`src/rtl/pic_pkg.sv`:
```
// Shared definitions for the interrupt acknowledge sequencer.
// Holds the FSM state encoding, the spurious/reset priority levels and
// small helpers for priority ranking and one-hot level decoding.
package pic_pkg;

  localparam int unsigned NUM_IR = 8;
  localparam int unsigned LVL_W  = 3;

  typedef enum logic [1:0] {
    ST_IDLE = 2'd0,
    ST_PEND = 2'd1,
    ST_ACK1 = 2'd2,
    ST_ACK2 = 2'd3
  } pic_state_e;

  // Level reported when the request vanishes before the first INTA
  localparam logic [LVL_W-1:0] SPURIOUS_LEVEL = 3'd7;
  // lp = 7 makes IR0 the highest priority
  localparam logic [LVL_W-1:0] LP_RESET       = 3'd7;

  // Rank of a level under rotation: 0 is highest priority, 7 lowest
  function automatic logic [LVL_W-1:0] prio_rank(input logic [LVL_W-1:0] level,
                                                 input logic [LVL_W-1:0] lp);
    return LVL_W'(level - lp - 3'd1);
  endfunction

  function automatic logic [NUM_IR-1:0] level_onehot(input logic [LVL_W-1:0] level);
    return NUM_IR'(1) << level;
  endfunction

endpackage

```
`src/rtl/pic_priority_resolver.sv`:
```
// Rotating priority encoder: returns the highest-priority set bit of vec_i
// where priority runs from lp_i+1 (highest) down to lp_i (lowest), mod 8.
//   vec_i   : request vector
//   lp_i    : current lowest-priority level
//   valid_o : any bit of vec_i set
//   level_o : winning level (0 when no bit set)
module pic_priority_resolver
  import pic_pkg::*;
(
  input  logic [NUM_IR-1:0] vec_i,
  input  logic [LVL_W-1:0]  lp_i,
  output logic              valid_o,
  output logic [LVL_W-1:0]  level_o
);

  logic [LVL_W-1:0] idx;

  // Scan from lowest to highest priority so the last hit is the winner
  always_comb begin
    valid_o = 1'b0;
    level_o = '0;
    idx     = '0;
    for (int i = NUM_IR; i >= 1; i--) begin
      idx = LVL_W'(lp_i + LVL_W'(i));
      if (vec_i[idx]) begin
        valid_o = 1'b1;
        level_o = idx;
      end
    end
  end

endmodule

```
`src/rtl/pic_ack_sequencer.sv`:
```
// 8259-style interrupt acknowledge sequencer with fully nested, rotating
// priority and in-service tracking.
//   clk, rst_n    : clock, async active-low reset
//   irr, imr      : pending requests and mask (1 = masked)
//   inta_n        : acknowledge strobe, already synchronous to clk
//   vec_base      : upper five vector bits
//   eoi_req/...   : one-cycle EOI command with specific/level/rotate qualifiers
//   int_out       : interrupt request to the CPU
//   isr           : in-service register
//   irr_clr       : one-cycle clear pulse for the serviced request
//   data_out/oe   : vector byte and its drive enable during the second INTA
// Build option PIC_AEOI_EN: the inta_n rise ending the second acknowledge
// clears the serviced isr bit automatically (and rotates on eoi_rotate).
module pic_ack_sequencer
  import pic_pkg::*;
(
  input  logic       clk,
  input  logic       rst_n,
  input  logic [7:0] irr,
  input  logic [7:0] imr,
  input  logic       inta_n,
  input  logic [4:0] vec_base,
  input  logic       eoi_req,
  input  logic       eoi_specific,
  input  logic [2:0] eoi_level,
  input  logic       eoi_rotate,
  output logic       int_out,
  output logic [7:0] isr,
  output logic [7:0] irr_clr,
  output logic [7:0] data_out,
  output logic       data_oe
);

  pic_state_e        state_q, state_d;
  logic [NUM_IR-1:0] isr_q, isr_d;
  logic [LVL_W-1:0]  lp_q, lp_d;
  logic [LVL_W-1:0]  level_q, level_d;
  logic              spur_q, spur_d;
  logic              rise_seen_q, rise_seen_d;
  logic              inta_prev_q;
  logic              int_out_q, int_out_d;
  logic [NUM_IR-1:0] irr_clr_q, irr_clr_d;
  logic [7:0]        data_out_q, data_out_d;
  logic              data_oe_q, data_oe_d;

  logic [NUM_IR-1:0] cand;
  logic              cand_valid, isr_valid, req_valid;
  logic [LVL_W-1:0]  cand_level, isr_top;
  logic              inta_fall, inta_rise;
  logic [NUM_IR-1:0] set_mask, eoi_clr, aeoi_clr;
  logic              eoi_rot_en, aeoi_rot_en;
  logic [LVL_W-1:0]  eoi_lvl;

  assign cand      = irr & ~imr;
  assign inta_fall = inta_prev_q & ~inta_n;
  assign inta_rise = ~inta_prev_q & inta_n;

  pic_priority_resolver u_cand_res (
    .vec_i   (cand),
    .lp_i    (lp_q),
    .valid_o (cand_valid),
    .level_o (cand_level)
  );

  pic_priority_resolver u_isr_res (
    .vec_i   (isr_q),
    .lp_i    (lp_q),
    .valid_o (isr_valid),
    .level_o (isr_top)
  );

  // Fully nested: a candidate counts only if it outranks everything in service
  assign req_valid = cand_valid &&
                     (!isr_valid || (prio_rank(cand_level, lp_q) < prio_rank(isr_top, lp_q)));

  // Acknowledge FSM next-state and output decode
  always_comb begin
    state_d     = state_q;
    level_d     = level_q;
    spur_d      = spur_q;
    rise_seen_d = rise_seen_q;
    set_mask    = '0;
    aeoi_clr    = '0;
    aeoi_rot_en = 1'b0;

    unique case (state_q)
      ST_IDLE: begin
        if (req_valid) begin
          state_d = ST_PEND;
          level_d = cand_level;
        end
      end
      ST_PEND: begin
        // Follow the live winner until the first INTA fall commits it
        if (req_valid) level_d = cand_level;
        if (inta_fall) begin
          state_d     = ST_ACK1;
          rise_seen_d = 1'b0;
          if (req_valid) begin
            spur_d   = 1'b0;
            set_mask = level_onehot(cand_level);
          end else begin
            spur_d  = 1'b1;
            level_d = SPURIOUS_LEVEL;
          end
        end
      end
      ST_ACK1: begin
        if (inta_rise) begin
          rise_seen_d = 1'b1;
        end else if (inta_fall && rise_seen_q) begin
          state_d = ST_ACK2;
        end
      end
      ST_ACK2: begin
        if (inta_rise) begin
          state_d = ST_IDLE;
`ifdef PIC_AEOI_EN
          if (!spur_q) begin
            aeoi_clr    = level_onehot(level_q);
            aeoi_rot_en = eoi_rotate;
          end
`endif
        end
      end
      default: state_d = ST_IDLE;
    endcase

    int_out_d  = (state_d == ST_PEND);
    irr_clr_d  = set_mask;
    data_oe_d  = (state_d == ST_ACK2);
    data_out_d = data_oe_d ? {vec_base, level_d} : 8'h00;
  end

  // EOI decode; non-specific EOI targets the top in-service level
  always_comb begin
    eoi_clr    = '0;
    eoi_lvl    = '0;
    eoi_rot_en = 1'b0;
    if (eoi_req) begin
      if (eoi_specific) begin
        eoi_clr    = level_onehot(eoi_level);
        eoi_lvl    = eoi_level;
        eoi_rot_en = eoi_rotate;
      end else if (isr_valid) begin
        eoi_clr    = level_onehot(isr_top);
        eoi_lvl    = isr_top;
        eoi_rot_en = eoi_rotate;
      end
    end
  end

  // Clears act on the old isr; a simultaneous set still lands
  always_comb begin
    isr_d = (isr_q & ~(eoi_clr | aeoi_clr)) | set_mask;
    lp_d  = lp_q;
    if (eoi_rot_en) begin
      lp_d = eoi_lvl;
    end else if (aeoi_rot_en) begin
      lp_d = level_q;
    end
  end

  always_ff @(posedge clk or negedge rst_n) begin
    if (!rst_n) begin
      state_q     <= ST_IDLE;
      isr_q       <= '0;
      lp_q        <= LP_RESET;
      level_q     <= '0;
      spur_q      <= 1'b0;
      rise_seen_q <= 1'b0;
      inta_prev_q <= 1'b1;
      int_out_q   <= 1'b0;
      irr_clr_q   <= '0;
      data_out_q  <= '0;
      data_oe_q   <= 1'b0;
    end else begin
      state_q     <= state_d;
      isr_q       <= isr_d;
      lp_q        <= lp_d;
      level_q     <= level_d;
      spur_q      <= spur_d;
      rise_seen_q <= rise_seen_d;
      inta_prev_q <= inta_n;
      int_out_q   <= int_out_d;
      irr_clr_q   <= irr_clr_d;
      data_out_q  <= data_out_d;
      data_oe_q   <= data_oe_d;
    end
  end

  assign int_out  = int_out_q;
  assign isr      = isr_q;
  assign irr_clr  = irr_clr_q;
  assign data_out = data_out_q;
  assign data_oe  = data_oe_q;

endmodule

```
`config.mk`:
```
export PLATFORM = sky130hd
export DESIGN_NAME = pic_ack_sequencer
export DESIGN_NICKNAME = d
export VERILOG_FILES = /design/src/rtl/pic_pkg.sv /design/src/rtl/pic_priority_resolver.sv /design/src/rtl/pic_ack_sequencer.sv
export SDC_FILE = /design/constraint.sdc
export NUM_CORES = 1
export LEC_CHECK = 0
export CAP_MARGIN = 20
export CORE_MARGIN = 8
export CORE_UTILIZATION = 48
export DETAILED_ROUTE_END_ITERATION = 6
export HOLD_SLACK_MARGIN = 0.03
export PLACE_DENSITY = 0.74
export SETUP_SLACK_MARGIN = 0.3
export SYNTH_ARGS = -nofsm -noshare
export SYNTH_HDL_FRONTEND = slang
export SYNTH_HIERARCHICAL = 1
export SYNTH_SLANG_ARGS = --single-unit
export TNS_END_PERCENT = 5
```
`constraint.sdc`:
```
create_clock -name clk -period 12.6 [get_ports clk]
set_input_delay 2.52 -clock clk [delete_from_list [all_inputs] [get_ports clk]]
set_output_delay 2.52 -clock clk [all_outputs]
set_load 0.03 [all_outputs]
```
### Yosys cells after proc, flatten, opt, wreduce, memory -nomap -nowiden

Cells that the tools add are included.

* multiplexer cells: 90
* $add $sub $neg: 11
* reductions and logical operators: 7
* $lt $le $gt $ge: 9
* bitwise gates (word level): 9
* eq/ne operators: 7
* shift-type cells: 3

Operator list (number)
* 2-to-1 mux 3 bit: 22
* 2-to-1 mux 8 bit: 7
* binary-select mux 1 bit (select 3 bit): 16
* 2-to-1 mux 1 bit: 37
* less-than comparator 3 x 4 -> 1 bit, second input constant: 8
* << shifter 1 x 3 -> 8 bit, first input constant: 3
* AND 8 bit: 2
* inverter 8 bit: 2
* adder 3 bit, second input constant: 4
* 2-to-1 mux 2 bit: 5
* OR 8 bit: 1
* case mux 2 bit (4 select lines): 1
* adder 3 x 2 -> 3 bit, second input constant: 2
* equality test 2 bit, second input constant: 3
* case mux 3 bit (2 select lines): 1
* subtractor 3 x 1 -> 3 bit, second input constant: 2
* subtractor 3 bit: 2
* equality test 2 x 1 -> 1 bit, second input constant: 2
* != test 2 bit, second input constant: 2
* adder 3 x 1 -> 3 bit, second input constant: 1
* less-than comparator 3 bit: 1
* AND reduction 3 bit: 1
* AND 1 bit: 2
* logical AND 1 bit: 2
* 6 further kinds: 7

* output and inout bits: 26
* bits in registers: 36

### Longest topological paths before layout

Gate-level depths: netlist (run 1).

* word-level depth: 22
* depth in mapped cells: 21

### Cells and area by module

The synthesis (run 1) kept the hierarchy.

Modules (own cells, without submodules)
* pic_ack_sequencer: cells each 172, seq. area each 905.9 um2, times used 1, area an instance 1829.3 um2
* pic_priority_resolver: cells each 77, seq. area each 0.0 um2, times used 2, area an instance 674.4 um2

### Worst setup path after synthesis (run 1)

Ideal clock, no wire load.

* kind: input -> register
* start point: in irr[5]
* end point: reg irr_clr_q[6] (netlist: irr_clr[6])
* stages on the path: 15
* data arrival time: 5.974 ns
* slack: 6.532 ns
* buffers on the path: 2
* cell sequence: nor2b_1 -> mux4_2 -> mux2_2 -> a221oi_1 -> o211ai_1 -> nand3_1 -> buf_2 -> inv_1 -> fa_1 -> inv_1 -> ha_1 -> a2111oi_4 -> nor2_2 -> buf_6 -> nor4_4

* word-level cells in the longest chain between the ends: 19
* elaborated cells between the ends (all ways): 42
* those cells by class: add/sub: 2; order compare: 1; shift: 1; mux: 35; bitwise: 1; reduce/logical: 2

Ends and longest elaborated chain
* start: declaration: RTL line pic_ack_sequencer.sv:19 `input logic [7:0] irr,`
* AND 8 bit (*): RTL line pic_ack_sequencer.sv:54 `assign cand = irr & ~imr;`
* binary-select mux 1 bit (select 3 bit): RTL line pic_priority_resolver.sv:25 `if (vec_i[idx]) begin`
* 2-to-1 mux 1 bit (implied by the code): RTL line pic_priority_resolver.sv:25
* 2-to-1 mux 3 bit (7 in a row): RTL line pic_priority_resolver.sv:25
* 2-to-1 mux 3 bit (*): RTL line pic_priority_resolver.sv:25
* named net cand_level[1]: RTL line pic_ack_sequencer.sv:48 `logic [LVL_W-1:0] cand_level, isr_top;`
* subtractor 3 bit: RTL line pic_pkg.sv:24 `return LVL_W'(level - lp - 3'd1);`
* subtractor 3 x 1 -> 3 bit: RTL line pic_pkg.sv:24
* less-than comparator 3 bit: RTL line pic_ack_sequencer.sv:74 `(!isr_valid || (prio_rank(cand_level, lp_q) < prio_rank(isr_top, lp_q)));`
* logical OR 1 bit: RTL line pic_ack_sequencer.sv:74
* logical AND 1 bit: RTL line pic_ack_sequencer.sv:73 `assign req_valid = cand_valid &&`
* 2-to-1 mux 8 bit (*): RTL line pic_ack_sequencer.sv:99 `if (req_valid) begin`
* 2-to-1 mux 8 bit (*): RTL line pic_ack_sequencer.sv:96 `if (inta_fall) begin`
* 2-to-1 mux 8 bit (*): RTL line pic_ack_sequencer.sv:86 `unique case (state_q)`
* named net irr_clr_d[6]: RTL line pic_ack_sequencer.sv:42 `logic [NUM_IR-1:0] irr_clr_q, irr_clr_d;`
* end signal: assignment: RTL line pic_ack_sequencer.sv:186 `irr_clr_q <= irr_clr_d;`
* end: declaration: RTL line pic_ack_sequencer.sv:42

The timed path passes the listed nets; every way through them passes the cells marked *. The select of a mux whose other input is x is not followed.
A chain may end at the register's enable or synchronous reset.

### Worst setup path in the final report (run 1)

* start point: in irr[4]
* end point: reg int_out_q (netlist: int_out)

* word-level cells in the longest chain between the ends: 19
* elaborated cells between the ends (all ways): 41
* those cells by class: add/sub: 2; order compare: 1; eq/ne: 1; mux: 34; bitwise: 1; reduce/logical: 2

Ends and longest elaborated chain
* AND 8 bit (*): RTL line pic_ack_sequencer.sv:54
* named net cand[4]: RTL line pic_ack_sequencer.sv:46 `logic [NUM_IR-1:0] cand;`
* binary-select mux 1 bit (select 3 bit): RTL line pic_priority_resolver.sv:25
* 2-to-1 mux 1 bit (implied by the code): RTL line pic_priority_resolver.sv:25
* 2-to-1 mux 3 bit (7 in a row): RTL line pic_priority_resolver.sv:25
* 2-to-1 mux 3 bit (*): RTL line pic_priority_resolver.sv:25
* named net cand_level[1]: RTL line pic_ack_sequencer.sv:48
* subtractor 3 bit (*): RTL line pic_pkg.sv:24
* subtractor 3 x 1 -> 3 bit (*): RTL line pic_pkg.sv:24
* less-than comparator 3 bit (*): RTL line pic_ack_sequencer.sv:74
* logical OR 1 bit (*): RTL line pic_ack_sequencer.sv:74
* logical AND 1 bit (*): RTL line pic_ack_sequencer.sv:73
* 2-to-1 mux 2 bit (*): RTL line pic_ack_sequencer.sv:88 `if (req_valid) begin`
* case mux 2 bit (4 select lines) (*): RTL line pic_ack_sequencer.sv:86
* equality test 2 x 1 -> 1 bit (*): RTL line pic_ack_sequencer.sv:129 `int_out_d = (state_d == ST_PEND);`
* named net int_out_d: RTL line pic_ack_sequencer.sv:41 `logic int_out_q, int_out_d;`
* end signal: assignment: RTL line pic_ack_sequencer.sv:185 `int_out_q <= int_out_d;`
* end: declaration: RTL line pic_ack_sequencer.sv:41

Marked as above.

==> out/results.ini, run 1 <==
[timing]
worst_slew_pin_slew_ns=0.846
final.setup.tns_ns=0
period_share_pct=54.4
setup_violating_endpoint_count_in_the_final_report=0
achievable-frequency_ghz=0.146
slew_viol_final=0
grt_setup_unrepaired=false
finalCriticalPeriod_ns=6.85
hold_viol=0
finalClockSkew_ns=0.00367
maxSlewHeadroom_pct=43.4

[run_status]
outcome=finished, final reports clean

[cells_and_area]
num_antenna_cells=0
nFillCells=565
synthToLayoutAreaGrowth_pct=20.0
seqCellArea_sq_um=906
final_net_count=413
multi_input_area_sq_um=2070
ratio_of_cells_with_drive_above_1_in_the_final_layout_pct=14.7
layout.core_utilization_pct=59.7
post-route-cell-area_sq_um=3810

[place]
placement.io_buffers=55
post-dp-hpwl_mm=5.85
placement.cell_area_sq_um=3710
gp_congestion=0.833

[floorplanning]
rows=29
chipWidth_microns=97.4
die_area_sq_um=9480
io-pin-count=56
core_region_area_sq_um=6390
die_h_microns=97.4
initial_core_util_pct=49.8

[routing]
firstDrtPassIters=5
route.met2.wl_mm=3.93
wl_per_cell_microns=17.2
vias_per_cell=6.22
m1WireLength_mm=3.31
number_of_design_rule_violations_left_after_detail_routing=0
detail_route_met3_wl_microns=424
detailroute.via_count=2803
drt_wl_total_mm=7.74
dr.max_layer_used=met4
ant_nets=0
detail_route.iter0.violations=104

[global_routing]
grt_antenna_before_repair=0
wire_length_of_the_first_global_routing_pass_mm=13.0
number_of_global_route_vias_before_repair=2790
grt.overflow.total=0
grt.total_usage_pct=15.9
grt_start_max_net_pins=37

[synth]
synth_ff_type=dfrtp_1
post-synth-top-area-fraction_pct=25.2
synth.lib_cells_used.distinct=58
post_synth_instance_area_sq_um=3180
mean_area_per_synthesized_cell_sq_um=9.75
synth.largest_area_cell=dfrtp_1
postSynthCellCount=326
synth-warning-count=6
postSynthRegisterBits=36
synthTopCellsByCount=dfrtp_1, nand2_1, inv_1
synth_enable_flop_cells=0
synth_async_sr_flop_share_pct=100
yosysSeqAreaShare_pct=28.5
yosys.cell_count.top_type=dfrtp_1
synthTopCellsByArea=dfrtp_1, mux4_2, mux2_2
synthesis.nets=366

[worst_setup_path]
worstSetupPathType=in2reg
critical_path_peak_fanout=18
cp_data_required_time_ns=12.71
worst_path_max_delay_cell=nor2_2
worst_path_dominant_cell_family=simple AND/OR/NAND/NOR gates
crit_path_cell_trace=clkdlybuf4s50_1 -> nor2b_1 -> mux4_2 -> mux2_2 -> a211oi_1 -> o211ai_1 -> nand3_1 -> inv_1 -> fa_1 -> xnor2_1 -> ha_1 -> o21a_1 -> nor2_1 -> nor2_2 -> a21boi_0
critPathCaptureType=flop
timing.critical_path.from_type=input pin
worst-endpoint-arrival_ns=6.97
slowest_delay_ns=0.62
critical_path.n_buffers_inverters=2

[clock_tree]
clkLatencyLatePin_ns=0.28
clk_path_buf_depth=2
holdBufCountCts=0
tritoncts=built
cts-buffers-inserted=5
post_cts_buffers=0
cts.root.buffer_cell=clkbuf_8
quantity_of_gates_resized_following_cts=0
cts.sinks=36
cts_max_level=2
clk_pin_slew_worst_paths_ns=0.07

[worst_hold_path]
timing.hold.worst.class=reg2reg

[run]
max_cap_viol_count=0

## through the flow
| step | worst slack (ns) | hold WS, ns | instances |
|---|---|---|---|
| 5_1_grt | 5.34 | 0.498 | 451 |
| 4_1_cts | 5.79 | 0.489 | 451 |
| 3_5_place_dp | 5.51 | 0.472 | 443 |
| 3_3_place_gp | 5.66 | 0.465 | 443 |
| 2_1_floorplan | 6.53 | 0.454 | 326 |
| 6_report | 5.75 | 0.484 | 451 |
## cell families after synthesis
family                   synth area share [%]
AND/OR/NAND/NOR                          18.7
AO/OA/AOI/OAI                            18.5
multiplexers                             20.7
buffers and inverters                    6.34
flip-flops                               28.5
XOR/XNOR                                 2.76
adder cells (fa/ha/maj)                  4.41
## layout by cell type (no fill, tap or decap), types with 3 or more instances in the layout
cell type,instances
clkdlybuf4s50_1,55
dfrtp_1,32
nand2_1,23
inv_1,22
o21ai_0,19
nor2_1,16
mux4_2,16
mux2_2,14
a21oi_1,13
mux2i_1,11
nand3_1,10
nor2b_1,9
and2_1,9
a31oi_1,8
ha_1,8
clkbuf_8,7
a211oi_1,6
xnor2_1,5
xor2_1,5
nor4_1,5
o41ai_1,5
nand2b_1,5
o211ai_1,5
nor3_1,5
a221oi_1,5
or3_1,4
dfstp_2,4
and3_1,3
## final timing paths
path | from | end | slack, ns | depth (start not counted)
max | irr[4] | int_out$_DFF_PN0_ | 5.75 | 15
min | level_q[2]$_DFF_PN0_ | data_out[2]$_DFF_PN0_ | 0.48 | 1
max reg2reg | lp_q[0]$_DFFE_PN1P_ | int_out$_DFF_PN0_ | 6.64 | 17
min reg2reg | level_q[2]$_DFF_PN0_ | data_out[2]$_DFF_PN0_ | 0.48 | 1
max in group asynchronous | rst_n | inta_prev_q$_DFF_PN1_ | 9.60 | 2
min in group asynchronous | rst_n | data_out[3]$_DFF_PN0_ | 2.65 | 2
## state kept, by name, indices dropped and copies added (netlist names)
signal and cells:
data_out 8, irr_clr 8, isr 8, level_q 3, lp_q 3, state_q 2
data_oe 1, int_out 1, inta_prev_q 1, rise_seen_q 1
## routing by layer
metal / up-vias / global-route usage [%]
met3: 9 / 2.84
met5: - / 0
met2: 95 / 28.0
met1: 1375 / 19.5
li1: 1324 / -
met4: 0 / 3.96
## worst register-to-register path: stages, from the launching register on
cell and delay (ns):
dfstp_2 1.02, inv_1 0.11, ha_1 0.52, mux4_2 0.63, mux2_4 0.33, nand2_1 0.08
o311ai_1 0.12, a31oi_1 0.65, ha_1 0.28, inv_1 0.05, fa_1 0.36, xor2_1 0.16
xnor2_1 0.16, ha_1 0.29, o21a_1 0.12, nor2_1 0.05, nor2_2 0.62, a21boi_0 0.24
## cell type report
| class | instances | share of cell area [%] |
|---|---|---|
| Tap cell | 77 | 2.53 |
| Sequential cell | 36 | 23.8 |
| Timing Repair Buffer | 56 | 14.6 |
| Inverter | 22 | 2.17 |
| Clock buffer | 8 | 2.62 |
| Multi-Input combinational cell | 252 | 54.3 |
Power of run 1 is not shown: default switching activity piles up to over one toggle a cycle in this logic, so the estimate is an artifact.
==> run 2: changes to the inputs <==
==> constraint.sdc (replaced) <==
create_clock -name clk -period 6.5 [get_ports clk]
set_input_delay 1.3 -clock clk [delete_from_list [all_inputs] [get_ports clk]]
set_output_delay 1.3 -clock clk [all_outputs]
set_load 0.03 [all_outputs]
==> run 2 against run 1 <==
Against the previous run:
- routed wire length fell by 0.61%
- register-to-register slack got worse by 5.9 ns
- sequential share of layout area fell by 0.12 points
- critical path depth rose by 2
- clock-buffer cell count fell by 1
- via count fell by 2.7%
- cell area rose by 0.49%
- flip-flop and latch count did not move
- setup slack got worse by 5.0 ns
- die area did not move
- first-iteration DRC count rose by 26%
- cell count rose by 0.44%
- critical endpoint unchanged
- highest routed layer unchanged
==> out/results.ini, run 2 (synthesis gave the netlist of run 1 again) <==
[worst_setup_path]
timing.critical_path.from_type=flop
critical_path_peak_fanout=18  ; unchanged
crit_path_cell_trace=inv_1 -> ha_1 -> mux4_2 -> mux2_2 -> a21oi_1 -> o21ai_0 -> a31oi_1 -> ha_1 -> inv_1 -> fa_1 -> xor2_1 -> xnor2_1 -> ha_1 -> o21a_1 -> nor2_1 -> nor2_2 -> a21boi_0
worst_path_max_delay_cell=dfstp_2
worstSetupPathType=reg2reg
critical_path.n_buffers_inverters=2  ; unchanged
critPathMostFrequentCell=ha_1
critPathCaptureType=flop
worst-endpoint-arrival_ns=5.86  ; -1.11 ns
slowest_delay_ns=0.79  ; +0.17 ns
cp_data_required_time_ns=6.61  ; -6.10 ns
worst_path_dominant_cell_family=adder cells

[clock_tree]
cts_max_level=2  ; unchanged
cts.sinks=36  ; unchanged
cts.root.buffer_cell=clkbuf_8
clk_path_buf_depth=2  ; unchanged
tritoncts=built
holdBufCountCts=0  ; unchanged
clk_pin_slew_worst_paths_ns=0.07  ; about the same
cts-buffers-inserted=5  ; unchanged
post_cts_buffers=0  ; unchanged
clkLatencyLatePin_ns=0.28  ; about the same
quantity_of_gates_resized_following_cts=0  ; unchanged

[place]
gp_congestion=0.836  ; +0.35%
dp_slack_ns=0.783  ; -4.73 ns
post-dp-hpwl_mm=5.99  ; +2.4%
placement.io_buffers=55  ; unchanged

[floorplanning]
io-pin-count=56  ; unchanged
die_h_microns=97.4  ; unchanged
initial_core_util_pct=49.8  ; unchanged
die_area_sq_um=9480  ; unchanged
chipWidth_microns=97.4  ; unchanged
core_region_area_sq_um=6390  ; unchanged
rows=29  ; unchanged

[routing]
detailroute.via_count=2726  ; -2.7%
firstDrtPassIters=4  ; -1
number_of_design_rule_violations_left_after_detail_routing=0  ; unchanged
drt_wl_total_mm=7.70  ; -0.61%
detail_route.iter0.violations=131  ; +26%
ant_nets=0  ; unchanged
wl_per_cell_microns=17.0  ; -1.0%
vias_per_cell=6.02  ; -3.2%

[global_routing]
grt.overflow.total=0  ; unchanged
grt.total_usage_pct=16.3  ; +0.34 points
number_of_global_route_vias_before_repair=2747  ; -1.5%
wire_length_of_the_first_global_routing_pass_mm=13.4  ; +2.5%
grt_start_max_net_pins=37  ; unchanged
grt_antenna_before_repair=0  ; unchanged

[run_status]
outcome=finished, final reports clean

[cells_and_area]
synthToLayoutAreaGrowth_pct=20.6
num_antenna_cells=0  ; unchanged
nFillCells=553  ; -2.1%
layout.cells.most_common_list=clkdlybuf4s50_1, dfrtp_1, nand2_1
final_net_count=416  ; +0.73%
layout.cells.most_common=clkdlybuf4s50_1
ratio_of_cells_with_drive_above_1_in_the_final_layout_pct=15.4  ; +0.72 points

[timing]
final.setup.tns_ns=0  ; unchanged
final_critical_path_setup_slack_ns=0.755  ; -4.99 ns
slew_viol_final=0  ; unchanged
hold_viol=0  ; unchanged
achievable-frequency_ghz=0.174
finalCriticalPeriod_ns=5.75
grt_setup_unrepaired=false
worst_slew_pin_slew_ns=0.839  ; -0.00619 ns
hold-worst-slack_ns=0.477  ; -0.00660 ns
period_share_pct=88.4
maxSlewHeadroom_pct=43.8  ; +0.41 points
finalClockSkew_ns=0.00855  ; +0.00489 ns
setup_violating_endpoint_count_in_the_final_report=0  ; unchanged

[worst_hold_path]
timing.hold.worst.class=reg2reg

[run]
max_cap_viol_count=0  ; unchanged

## run 2: cell count changes in the layout (fill, tap and decap cells not counted)
cell	change
buf_4	+3
clkbuf_1	-1
## run 2: final timing paths
kind / startpoint / endpoint / slack [ns] / cells after the start
max in group asynchronous: rst_n / inta_prev_q$_DFF_PN1_ / 4.72 / 2
worst min-delay path: level_q[2]$_DFF_PN0_ / data_out[2]$_DFF_PN0_ / 0.48 / 1
min in group asynchronous: rst_n / isr[7]$_DFF_PN0_ / 1.43 / 2
worst max-delay path: lp_q[0]$_DFFE_PN1P_ / int_out$_DFF_PN0_ / 0.75 / 17
worst min register to register: level_q[2]$_DFF_PN0_ / data_out[2]$_DFF_PN0_ / 0.48 / 1
worst max register to register: lp_q[0]$_DFFE_PN1P_ / int_out$_DFF_PN0_ / 0.75 / 17
## run 2: metrics by stage
step	area (sq um)	utilization, %	cells
after floorplan	3180	-	326
after global placement	3740	58.5	446
after detailed placement	3740	58.5	446
after CTS	3830	60.0	453
after global routing	3830	60.0	453
final	3830	60.0	453
## run 2: area by class of cell
type / count / area [sq um] / share of cell area [%]
clock buffers: 7 / 96.3 / 2.51
inverters: 22 / 82.6 / 2.15
multi-input cells: 252 / 2070 / 54.0
flip-flops and latches: 36 / 906 / 23.6
well taps: 77 / 96.3 / 2.51
repair buffers: 59 / 581 / 15.1
## run 2: worst register-to-register path, delay by kind of cell, from the launching register on
kind                       cells  cell delay, ns
DFF                            1            0.79
and+or+nand+nor                2            0.69
buffers and inverters          2            0.15
muxes                          2            0.94
adders and majority gates      4            1.43
AOI/OAI and AO/OA              5            1.26
xor gates and xnor gates       2            0.32
## run 2: routing by layer
layer | part of all wire [%] | track usage, % | vias to the layer above
met5 | 0 | 0 | -
met3 | 5.4 | 3.13 | 5
met4 | 0.60 | 3.85 | 0
met1 | 44 | 20.4 | 1303
li1 | - | - | 1326
met2 | 50 | 27.9 | 92
Power of run 2 is left out for the same reason.
